===== config.mk =====
export PLATFORM = sky130hd
export DESIGN_NAME = spi_master
export DESIGN_NICKNAME = d
export VERILOG_FILES = /design/src/rtl/spi_master.sv
export SDC_FILE = /design/constraint.sdc
export NUM_CORES = 1
export LEC_CHECK = 0
export CAP_MARGIN = 20
export CORE_MARGIN = 4
export CORE_UTILIZATION = 56
export DETAILED_ROUTE_END_ITERATION = 10
export PLACE_DENSITY = 0.93
export SLEW_MARGIN = 15
export SYNTH_ARGS = -nofsm -noshare
export SYNTH_HDL_FRONTEND = slang
export SYNTH_SLANG_ARGS = --single-unit

===== constraint.sdc =====
create_clock -name clock -period 3.7 [get_ports clock]
set_clock_uncertainty 0.15 [all_clocks]
set_input_delay 0.74 -clock clock [delete_from_list [all_inputs] [get_ports clock]]
set_output_delay 0.74 -clock clock [all_outputs]
set_load 0.01 [all_outputs]

===== src/rtl/spi_master.sv =====
// Z80-port SPI initiator (divMMC style): one full-duplex mode-0 byte per transfer, MSB first.
// Optional read-triggered transfers (divMMC read-ahead) are enabled by defining SPI_RDTRIG_EN.
module spi_master #(
    parameter int unsigned DIV = 2
) (
    input  logic       clock,
    input  logic       reset,
    input  logic       ce,
    input  logic       csWr,
    input  logic       dataWr,
    input  logic       dataRd,
    input  logic [7:0] d,
    output logic [7:0] q,
    output logic       busy,
    output logic       cs,
    output logic       ck,
    output logic       mosi,
    input  logic       miso
);

    localparam int unsigned CntW = (DIV > 1) ? $clog2(DIV) : 1;

    typedef enum logic [1:0] {
        StIdle,
        StLo,
        StHi
    } state_e;

    state_e          state_q, state_d;
    logic [CntW-1:0] divcnt_q, divcnt_d;
    logic [2:0]      bit_q, bit_d;
    logic [7:0]      tx_q, tx_d;
    logic [7:0]      rx_q, rx_d;
    logic [7:0]      q_q, q_d;
    logic            cs_q, cs_d;
    logic            ck_q, ck_d;
    logic            mosi_q, mosi_d;

    logic            start_rd;
    logic            start;
    logic [7:0]      load_byte;
    logic            half_end;

`ifdef SPI_RDTRIG_EN
    // Read-ahead: a CPU read in idle clocks out 8'hFF; a simultaneous write takes priority.
    assign start_rd = dataRd & ~dataWr;
`else
    logic unused_rd;
    assign unused_rd = dataRd;
    assign start_rd  = 1'b0;
`endif

    assign start     = (state_q == StIdle) & (dataWr | start_rd);
    assign load_byte = dataWr ? d : 8'hFF;
    assign half_end  = ce & (divcnt_q == CntW'(DIV - 1));

    always_comb begin
        state_d  = state_q;
        divcnt_d = divcnt_q;
        bit_d    = bit_q;
        tx_d     = tx_q;
        rx_d     = rx_q;
        q_d      = q_q;
        cs_d     = cs_q;
        ck_d     = ck_q;
        mosi_d   = mosi_q;

        if (csWr) begin
            cs_d = d[0];
        end

        unique case (state_q)
            StIdle: begin
                if (start) begin
                    tx_d     = load_byte;
                    mosi_d   = load_byte[7];
                    rx_d     = 8'h00;
                    divcnt_d = '0;
                    bit_d    = 3'd0;
                    ck_d     = 1'b0;
                    state_d  = StLo;
                end
            end
            StLo: begin
                if (half_end) begin
                    divcnt_d = '0;
                    ck_d     = 1'b1;
                    rx_d     = {rx_q[6:0], miso};
                    state_d  = StHi;
                end else if (ce) begin
                    divcnt_d = divcnt_q + CntW'(1);
                end
            end
            StHi: begin
                if (half_end) begin
                    divcnt_d = '0;
                    ck_d     = 1'b0;
                    if (bit_q == 3'd7) begin
                        q_d     = rx_q;
                        mosi_d  = 1'b1;
                        state_d = StIdle;
                    end else begin
                        tx_d    = {tx_q[6:0], 1'b0};
                        mosi_d  = tx_q[6];
                        bit_d   = bit_q + 3'd1;
                        state_d = StLo;
                    end
                end else if (ce) begin
                    divcnt_d = divcnt_q + CntW'(1);
                end
            end
            default: begin
                state_d = StIdle;
            end
        endcase
    end

    always_ff @(posedge clock or negedge reset) begin
        if (!reset) begin
            state_q  <= StIdle;
            divcnt_q <= '0;
            bit_q    <= 3'd0;
            tx_q     <= 8'h00;
            rx_q     <= 8'h00;
            q_q      <= 8'hFF;
            cs_q     <= 1'b1;
            ck_q     <= 1'b0;
            mosi_q   <= 1'b1;
        end else begin
            state_q  <= state_d;
            divcnt_q <= divcnt_d;
            bit_q    <= bit_d;
            tx_q     <= tx_d;
            rx_q     <= rx_d;
            q_q      <= q_d;
            cs_q     <= cs_d;
            ck_q     <= ck_d;
            mosi_q   <= mosi_d;
        end
    end

    assign q    = q_q;
    assign busy = (state_q != StIdle);
    assign cs   = cs_q;
    assign ck   = ck_q;
    assign mosi = mosi_q;

endmodule


### After elaboration in Yosys (flattened, before gate mapping)

Cells that the tools add are included.
Widths: inputs -> output; s select.

* output and inout bits: 12
* input port bits: 15
* flip-flop bits (word level): 32
* logic and storage cells: 63

* $add $sub $neg: 2
* reductions and logical operators: 14
* bitwise gates (word level): 2
* multiplexer cells: 28
* equality and inequality tests: 8

Operator list (count)
* $mux 8: 3
* $mux 7: 3
* $pmux 8 s2: 1
* $reduce_and 3->1: 5
* $pmux 7 s2: 1
* $mux 1: 9
* $mux 3: 3
* $ne 2x2->1 const B: 4
* $reduce_and 4->1: 2
* $reduce_bool 2->1: 4
* $mux 2: 3
* $pmux 2 s3: 1
* $pmux 3 s2: 1
* $pmux 1 s2: 2
* $add 3x1->3 const B: 1
* $eq 3x3->1 const B: 1
* $ne 3x1->1 const B: 1
* $pmux 1 s3: 1
* $reduce_bool 3->1: 1
* $and 1x1->1: 2
* $eq 2x1->1 const B: 1
* $eq 2x2->1 const B: 1
* $logic_not 2->1: 1
* $reduce_or 2->1: 1
* $add 1x1->1 const B: 1

### Depth between registers and ports, before layout

Gate-level depths: netlist of run 1.

* depth after elaboration: 4
* mapped depth: 6
* depth with buffers taken out: 5

### Worst setup path after synthesis of run 1

Ideal clock, no wire load.

* path type: reg2out
* start: register state_q[0]
* end: output port busy
* data required time: 2810 ps
* path slack: 1865 ps
* path buffers: 1
* arrival time: 945 ps
* cell stages (with the launch flop): 5
* path through: dfrtp_1 inv_1 ha_1 buf_2 inv_1

* cells in the longest elaborated chain, start to end: 1

RTL lines
* start: declaration: RTL line 29 `state_e state_q, state_d;`
* start signal: assignment: RTL line 120 `state_q <= StIdle;`
* start signal: assignment: RTL line 130 `state_q <= state_d;`
* $reduce_bool 2->1: RTL line 143 `assign busy = (state_q != StIdle);`
* end: declaration: RTL line 14 `output logic busy,`

Every way passes these cells.

### Worst setup path in the final report of run 1

* start: register state_q[1]
* end: output port busy

Same word-level chain as after synthesis.

==> reports/metrics.yaml, run 1 <==
outcome:
  outcome: "finished, final reports clean"
timing:
  maxSlewViolCount: 0
  min_period_ns: 2.77
  hold_ws_ns: 0.351
  finalHoldViolations: 0
  finalWorstSetupSlack_ns: 0.932
  finalCritPeriodShare_pct: 74.8
  relSlewSlack_pct: 62.7
  fin_setup_tns_ns: 0
  fmax_mhz: 361
  setup_viol: 0
  rsz0062_at_grt: "false"
  worstMarginPinSlew_ns: 0.556
setup_path:
  worstRegToRegCells: 5
  cpLargestDelayFamily: "buffers and inverters"
  critPathKind: "reg -> out"
  crit_path_cell_trace: "inv_1 -> ha_1 -> inv_1 -> clkdlybuf4s50_1"
  worst-path-stages: 4
  path_max_fanout: 13
  arrival_ns: 1.88
  startpoint_type: "flip-flop"
  critPathBufInv: 3
  crit_path_end_kind: "output pin"
  cpPeakStageDelay_ns: 0.50
  worstPathRequired_ns: 2.81
  slowest_stage: "clkdlybuf4s50_1"
  cp_common_cell: "inv_1"
place:
  gp_congestion: 0.781
  pre_cts_ws_ns: 0.927
  place_area_um2: 1860
  port-buffer-count: 25
  hpwl_mm: 2.26
floorplan:
  coreArea_um2: 2760
  row_count: 19
  initial_core_util_pct: 58.4
  die_area_um2: 3800
  fp.dieH_um: 61.6
  dieWidth_um: 61.6
  ioPinCount: 27
final_layout:
  fin_nets: 187
  drive_above_1_share_pct: 20.6
  syn_to_final_growth_pct: 18.6
  final_area_um2: 1910
  n_antenna_cell: 0
synth:
  synth_edf_count: 0
  syn_avg_cell_area_um2: 11.7
  yosysSeqAreaShare_pct: 50.5
  synthFlopType: "dfrtp_1"
  synth.most_common_cell: "dfrtp_1"
  synth_top_area_share_pct: 34.2
  synthArstFlopShare_pct: 100
  ys_ff_latch: 32
  synthTopCellsByCount: "dfrtp_1 (22), inv_1 (13), mux2_2 (11)"
  synthTopCellsByArea: "dfrtp_1 (34%), dfstp_2 (16%), mux2_2 (7.7%)"
  ys.warnings.count: 0
  synth_area_leader_cell: "dfrtp_1"
  syn_area_um2: 1610
  syn_inst: 138
  syn-num-nets: 161
  ys_types: 38
detailed_routing:
  drc: 0
  via_per_inst: 6.09
  drt_wl_total_mm: 3.06
  vias: 1193
  route.detailed.wl_per_inst_um: 15.6
  antenna_left: 0
  dr.first_iter.drc_count: 37
  dr.pass1.iters: 4
clocking:
  hold_buffers: 0
  post_cts_resized: 0
  cts_buffers: 5
  cts_max_level: 2
  root_buffer: "clkbuf_4"
  clk_pin_slew_worst_paths_ns: 0.09
  ctsLongestPathBuffers: 2
  cts_setup_buffers: 0
  insertion_delay_ns: 0.32
  cts_tree: "done"
  cts.sinks: 32
power_and_ir_drop:
  p_leak_nw: 0.820
  power_density_nw_per_um2: 606
  vdd_drop_max_mv: 0.403
global_routing:
  grt_antenna_before_repair: 0
  grt.total_usage_pct: 18.9
  grt_max_degree: 33
  grt_pass1_wl_mm: 5.18
  grt_remaining_overflow: 0
  grt_pass1_vias: 1180
hold_path:
  hold_path_depth: 2
  holdCritPathClass: "reg -> reg"
flow_run:
  drv_cap: 0
state kept, by name (all words and copies together) (netlist names):
| register | count |
|---|---|
| cs | 1 |
| rx_q | 8 |
| bit_q | 3 |
| state_q | 2 |
| tx_q | 7 |
| mosi | 1 |
| q | 8 |
| ck | 1 |
| divcnt_q | 1 |
final cells by class:
| cell class | count | area, um^2 |
|---|---|---|
| fill | 209 | 848 |
| sequential | 32 | 813 |
| multi-input combinational | 85 | 697 |
| timing repair buffer | 26 | 258 |
| inverter | 14 | 52.6 |
| clock buffer | 7 | 45.0 |
| tap | 31 | 38.8 |
| clock inverter | 1 | 5.00 |
cell usage in the layout (no fill, tap or decap), types with 2 or more instances in the layout:
cell,synthesis,routed
inv_1,13,13
nand2b_1,4,4
clkbuf_1,1,2
dfstp_2,10,10
a221o_1,6,6
a22o_1,2,2
nor2_1,3,3
dfrtp_1,22,22
and3b_1,2,2
o21ai_0,10,10
nand3b_1,2,2
ha_1,8,8
o211ai_1,2,2
a32o_1,4,4
nand4_1,8,8
mux2_2,11,11
clkdlybuf4s50_1,0,25
clkbuf_4,0,5
nand3_1,4,4
a21oi_1,3,3
where the power goes:
part	switching (mW)	leakage [nW]	internal (mW)
sequential	0.0605	0.397	0.420
clock	0.107	0.0293	0.0739
combinational	0.269	0.394	0.226
total	0.436	0.820	0.720
cells by family (layout without fill, tap and decap cells):
logic type / count (synthesis) / in the layout / share of synthesized area [%]
adder cells (fa/ha/maj): 8 / 8 / 6.22
flip-flops: 32 / 32 / 50.5
buffers and inverters: 21 / 48 / 6.22
multiplexers: 12 / 12 / 8.39
AND/OR/NAND/NOR: 32 / 32 / 13.2
AO/OA/AOI/OAI: 33 / 33 / 15.5
metal layers:
metal	up-vias	part of all wire, %	global-route usage [%]
met2	31	51	32.9
met1	593	42	21.4
met3	6	5.4	6.92
met4	0	1.7	6.36
met5	-	0	0
li1	563	-	-
tightest hold or removal path, stage by stage (launching register included):
cell	delay (ns)
dfstp_2	0.38
inv_1	0.05
a221oi_1	0.07
worst paths after layout:
| path | startpoint | to | slack (ns) |
|---|---|---|---|
| min in group asynchronous | reset | rx_q[0] | 0.65 |
| max reg2reg | state_q[0] | tx_q[4] | 1.51 |
| max in group asynchronous | reset | q[7] | 2.42 |
| max | state_q[1] | busy | 0.93 |
| min | mosi | mosi | 0.35 |
| min reg2reg | mosi | mosi | 0.35 |
per-stage QoR:
| stage | utilization (%) | total power [mW] | instances |
|---|---|---|---|
| after floorplan | - | 0.850 | 138 |
| after CTS | 69.2 | 1.16 | 196 |
| final | 69.2 | 1.16 | 196 |
| after detailed placement | 67.4 | 0.977 | 188 |
| after global placement | 67.4 | 0.941 | 188 |
| after global routing | 69.2 | 1.24 | 196 |
No activity file was read; power rests on OpenSTA's default activity.
==> inputs of run 2 (changes only) <==
--- a/config.mk
+++ b/config.mk
@@ -7,9 +7,9 @@
 export LEC_CHECK = 0
 export CAP_MARGIN = 20
 export CORE_MARGIN = 4
-export CORE_UTILIZATION = 56
+export CORE_UTILIZATION = 52
 export DETAILED_ROUTE_END_ITERATION = 10
-export PLACE_DENSITY = 0.93
+export PLACE_DENSITY = 0.88
 export SLEW_MARGIN = 15
 export SYNTH_ARGS = -nofsm -noshare
 export SYNTH_HDL_FRONTEND = slang
==> constraint.sdc (replaced) <==
create_clock -name clock -period 2.8 [get_ports clock]
set_clock_uncertainty 0.15 [all_clocks]
set_input_delay 0.56 -clock clock [delete_from_list [all_inputs] [get_ports clock]]
set_output_delay 0.56 -clock clock [all_outputs]
set_load 0.01 [all_outputs]
==> reports/metrics.yaml, run 2 (synthesized netlist as in run 1, its figures left out) <==
timing:
  relSlewSlack_pct: 61.5  # was 62.7%
  fmax_mhz: 386
  finalCritPeriodShare_pct: 92.6
  finalHoldViolations: 0  # unchanged
  setup_viol: 0  # unchanged
  fin_setup_tns_ns: 0  # unchanged
  rsz0062_at_grt: "false"  # unchanged
  worstMarginPinSlew_ns: 0.573  # was 0.556 ns
  maxSlewViolCount: 0  # unchanged
  min_period_ns: 2.59
hold_path:
  holdCritPathClass: "reg -> reg"  # unchanged
  hold_path_depth: 2  # unchanged
  hold-path-endpoint: "mosi"  # unchanged
  hold_path.startpoint: "mosi"  # unchanged
final_layout:
  fin_nets: 189  # was 187
  seq_area_um2: 813  # unchanged
  syn_to_final_growth_pct: 20.0  # was 18.6%
  final_cell_mix: "clkdlybuf4s50_1 (25), dfrtp_1 (22), inv_1 (13), mux2_2 (11)"  # unchanged
  final_core_util_pct: 67.8  # was 69.2%
  n_antenna_cell: 0  # unchanged
  fill_cells: 219  # was 209
  drive_above_1_share_pct: 21.6  # was 20.6%
  multi_input_area_um2: 697  # unchanged
  final_common_cell: "clkdlybuf4s50_1"  # unchanged
setup_path:
  rrSetupSlack_ns: 0.63  # was 1.51 ns
  startpoint_type: "flip-flop"  # unchanged
  slowest_stage: "clkdlybuf4s50_1"  # unchanged
  cp_common_cell: "inv_1"  # unchanged
  worstPathRequired_ns: 2.09  # was 2.81 ns
  cpLargestDelayFamily: "buffers and inverters"  # unchanged
  r2r_start: "state_q[0]"  # unchanged
  crit_path_cell_trace: "inv_1 -> ha_1 -> inv_1 -> clkdlybuf4s50_1"  # unchanged
  path_max_fanout: 13  # unchanged
  worstRegToRegCells: 5  # unchanged
  critPathBufInv: 3  # unchanged
  cpPeakStageDelay_ns: 0.50  # about the same
  crit_path_end_kind: "output pin"  # unchanged
  arrival_ns: 1.88  # about the same
  critPathKind: "reg -> out"  # unchanged
  r2r_end: "tx_q[2]"  # was tx_q[4]
detailed_routing:
  drt_wl_total_mm: 3.10  # was 3.06 mm
  antenna_left: 0  # unchanged
  dr.first_iter.drc_count: 83  # was 37
  via_per_inst: 5.92  # was 6.09
  drc: 0  # unchanged
  vias: 1172  # was 1193
  route.detailed.wl_per_inst_um: 15.6  # about the same
  dr.pass1.iters: 4  # unchanged
global_routing:
  grt_pass1_wl_mm: 5.55  # was 5.18 mm
  grt_max_degree: 33  # unchanged
  grt_pass1_vias: 1211  # was 1180
  grt_antenna_before_repair: 0  # unchanged
  grt_remaining_overflow: 0  # unchanged
  grt.total_usage_pct: 17.5  # was 18.9%
clocking:
  cts_max_level: 2  # unchanged
  clk_pin_slew_worst_paths_ns: 0.09  # about the same
  hold_buffers: 0  # unchanged
  cts.sinks: 32  # unchanged
  cts_setup_buffers: 0  # unchanged
  post_cts_resized: 0  # unchanged
  cts_tree: "done"  # unchanged
  ctsLongestPathBuffers: 2  # unchanged
  root_buffer: "clkbuf_4"  # unchanged
  cts_buffers: 5  # unchanged
  insertion_delay_ns: 0.32  # about the same
floorplan:
  ioPinCount: 27  # unchanged
  fp.dieH_um: 63.7  # was 61.6 um
  coreArea_um2: 2850  # was 2760 um^2
  dieWidth_um: 63.7  # was 61.6 um
  row_count: 19  # unchanged
  die_area_um2: 4050  # was 3800 um^2
  initial_core_util_pct: 56.4  # was 58.4%
outcome:
  outcome: "finished, final reports clean"  # unchanged
power_and_ir_drop:
  netSwitchingPower_mw: 0.578  # was 0.436 mW
  p_seq_share_pct: 40.4  # was 41.6%
  total_power_mw: 1.56  # was 1.16 mW
  vdd_drop_max_mv: 0.472  # was 0.403 mV
  p_leak_nw: 0.833  # was 0.820 nW
  power_density_nw_per_um2: 807  # was 606 nW/um^2
  internal-power_mw: 0.983  # was 0.720 mW
  comb_power_share_pct: 42.3  # was 42.8%
  pwr-share-clk_pct: 17.3  # was 15.7%
  swShare_pct: 37.0  # was 37.7%
place:
  hpwl_mm: 2.29  # was 2.26 mm
  gp_congestion: 0.799  # was 0.781
  port-buffer-count: 25  # unchanged
flow_run:
  drv_cap: 0  # unchanged
## run 2: per-stage QoR
| stage | instance area (um^2) | worst slack, ns | hold WS, ns | instances |
|---|---|---|---|---|
| 5_1_grt | 1930 | 0.103 | 0.390 | 198 |
| 3_3_place_gp | 1870 | 0.497 | 0.319 | 190 |
| 3_5_place_dp | 1870 | 0.456 | 0.334 | 190 |
| 2_1_floorplan | 1610 | 1.03 | 0.114 | 138 |
| 6_report | 1930 | 0.207 | 0.342 | 198 |
| 4_1_cts | 1930 | 0.200 | 0.347 | 198 |
## run 2: worst max path at each step
stage                     from      end  depth (start not counted)
floorplan             bit_q[0]  tx_q[5]                          5
detailed placement      dataWr  tx_q[1]                          4
global route        state_q[1]     busy                          4
finish              state_q[0]     busy                          4
CTS                 state_q[1]     busy                          4
global placement        dataWr  tx_q[3]                          4
## run 2: area by class of cell
| cell class | instances | share of cell area (%) |
|---|---|---|
| Timing Repair Buffer | 28 | 14.1 |
| Sequential cell | 32 | 42.1 |
| Tap cell | 31 | 2.01 |
| Inverter | 14 | 2.72 |
| Clock buffer | 8 | 3.04 |
| Multi-Input combinational cell | 85 | 36.1 |
## run 2: worst reg2reg max path, cell delays in order (launching register included)
cell and delay, ns:
dfrtp_1 0.44, inv_1 0.10, ha_1 0.33, nand2b_1 0.35
o21ai_1 0.27, a221o_1 0.41
## run 2: per-layer routing
metal / GRT usage (%) / wire length, um / up-vias
met3: 4.80 / 109 / 4
met2: 28.0 / 1570 / 23
met4: 7.55 / 35 / 0
met5: 0 / 0 / -
met1: 22.0 / 1380 / 580
li1: - / - / 565
## run 2: power by group through the flow
stage | clock, mW | combinational (mW) | sequential, mW
global placement | 0 | 0.625 | 0.629
global route | 0.306 | 0.729 | 0.646
finish | 0.271 | 0.660 | 0.630
detailed placement | 0 | 0.655 | 0.639
floorplan | 0 | 0.498 | 0.625
CTS | 0.277 | 0.661 | 0.629
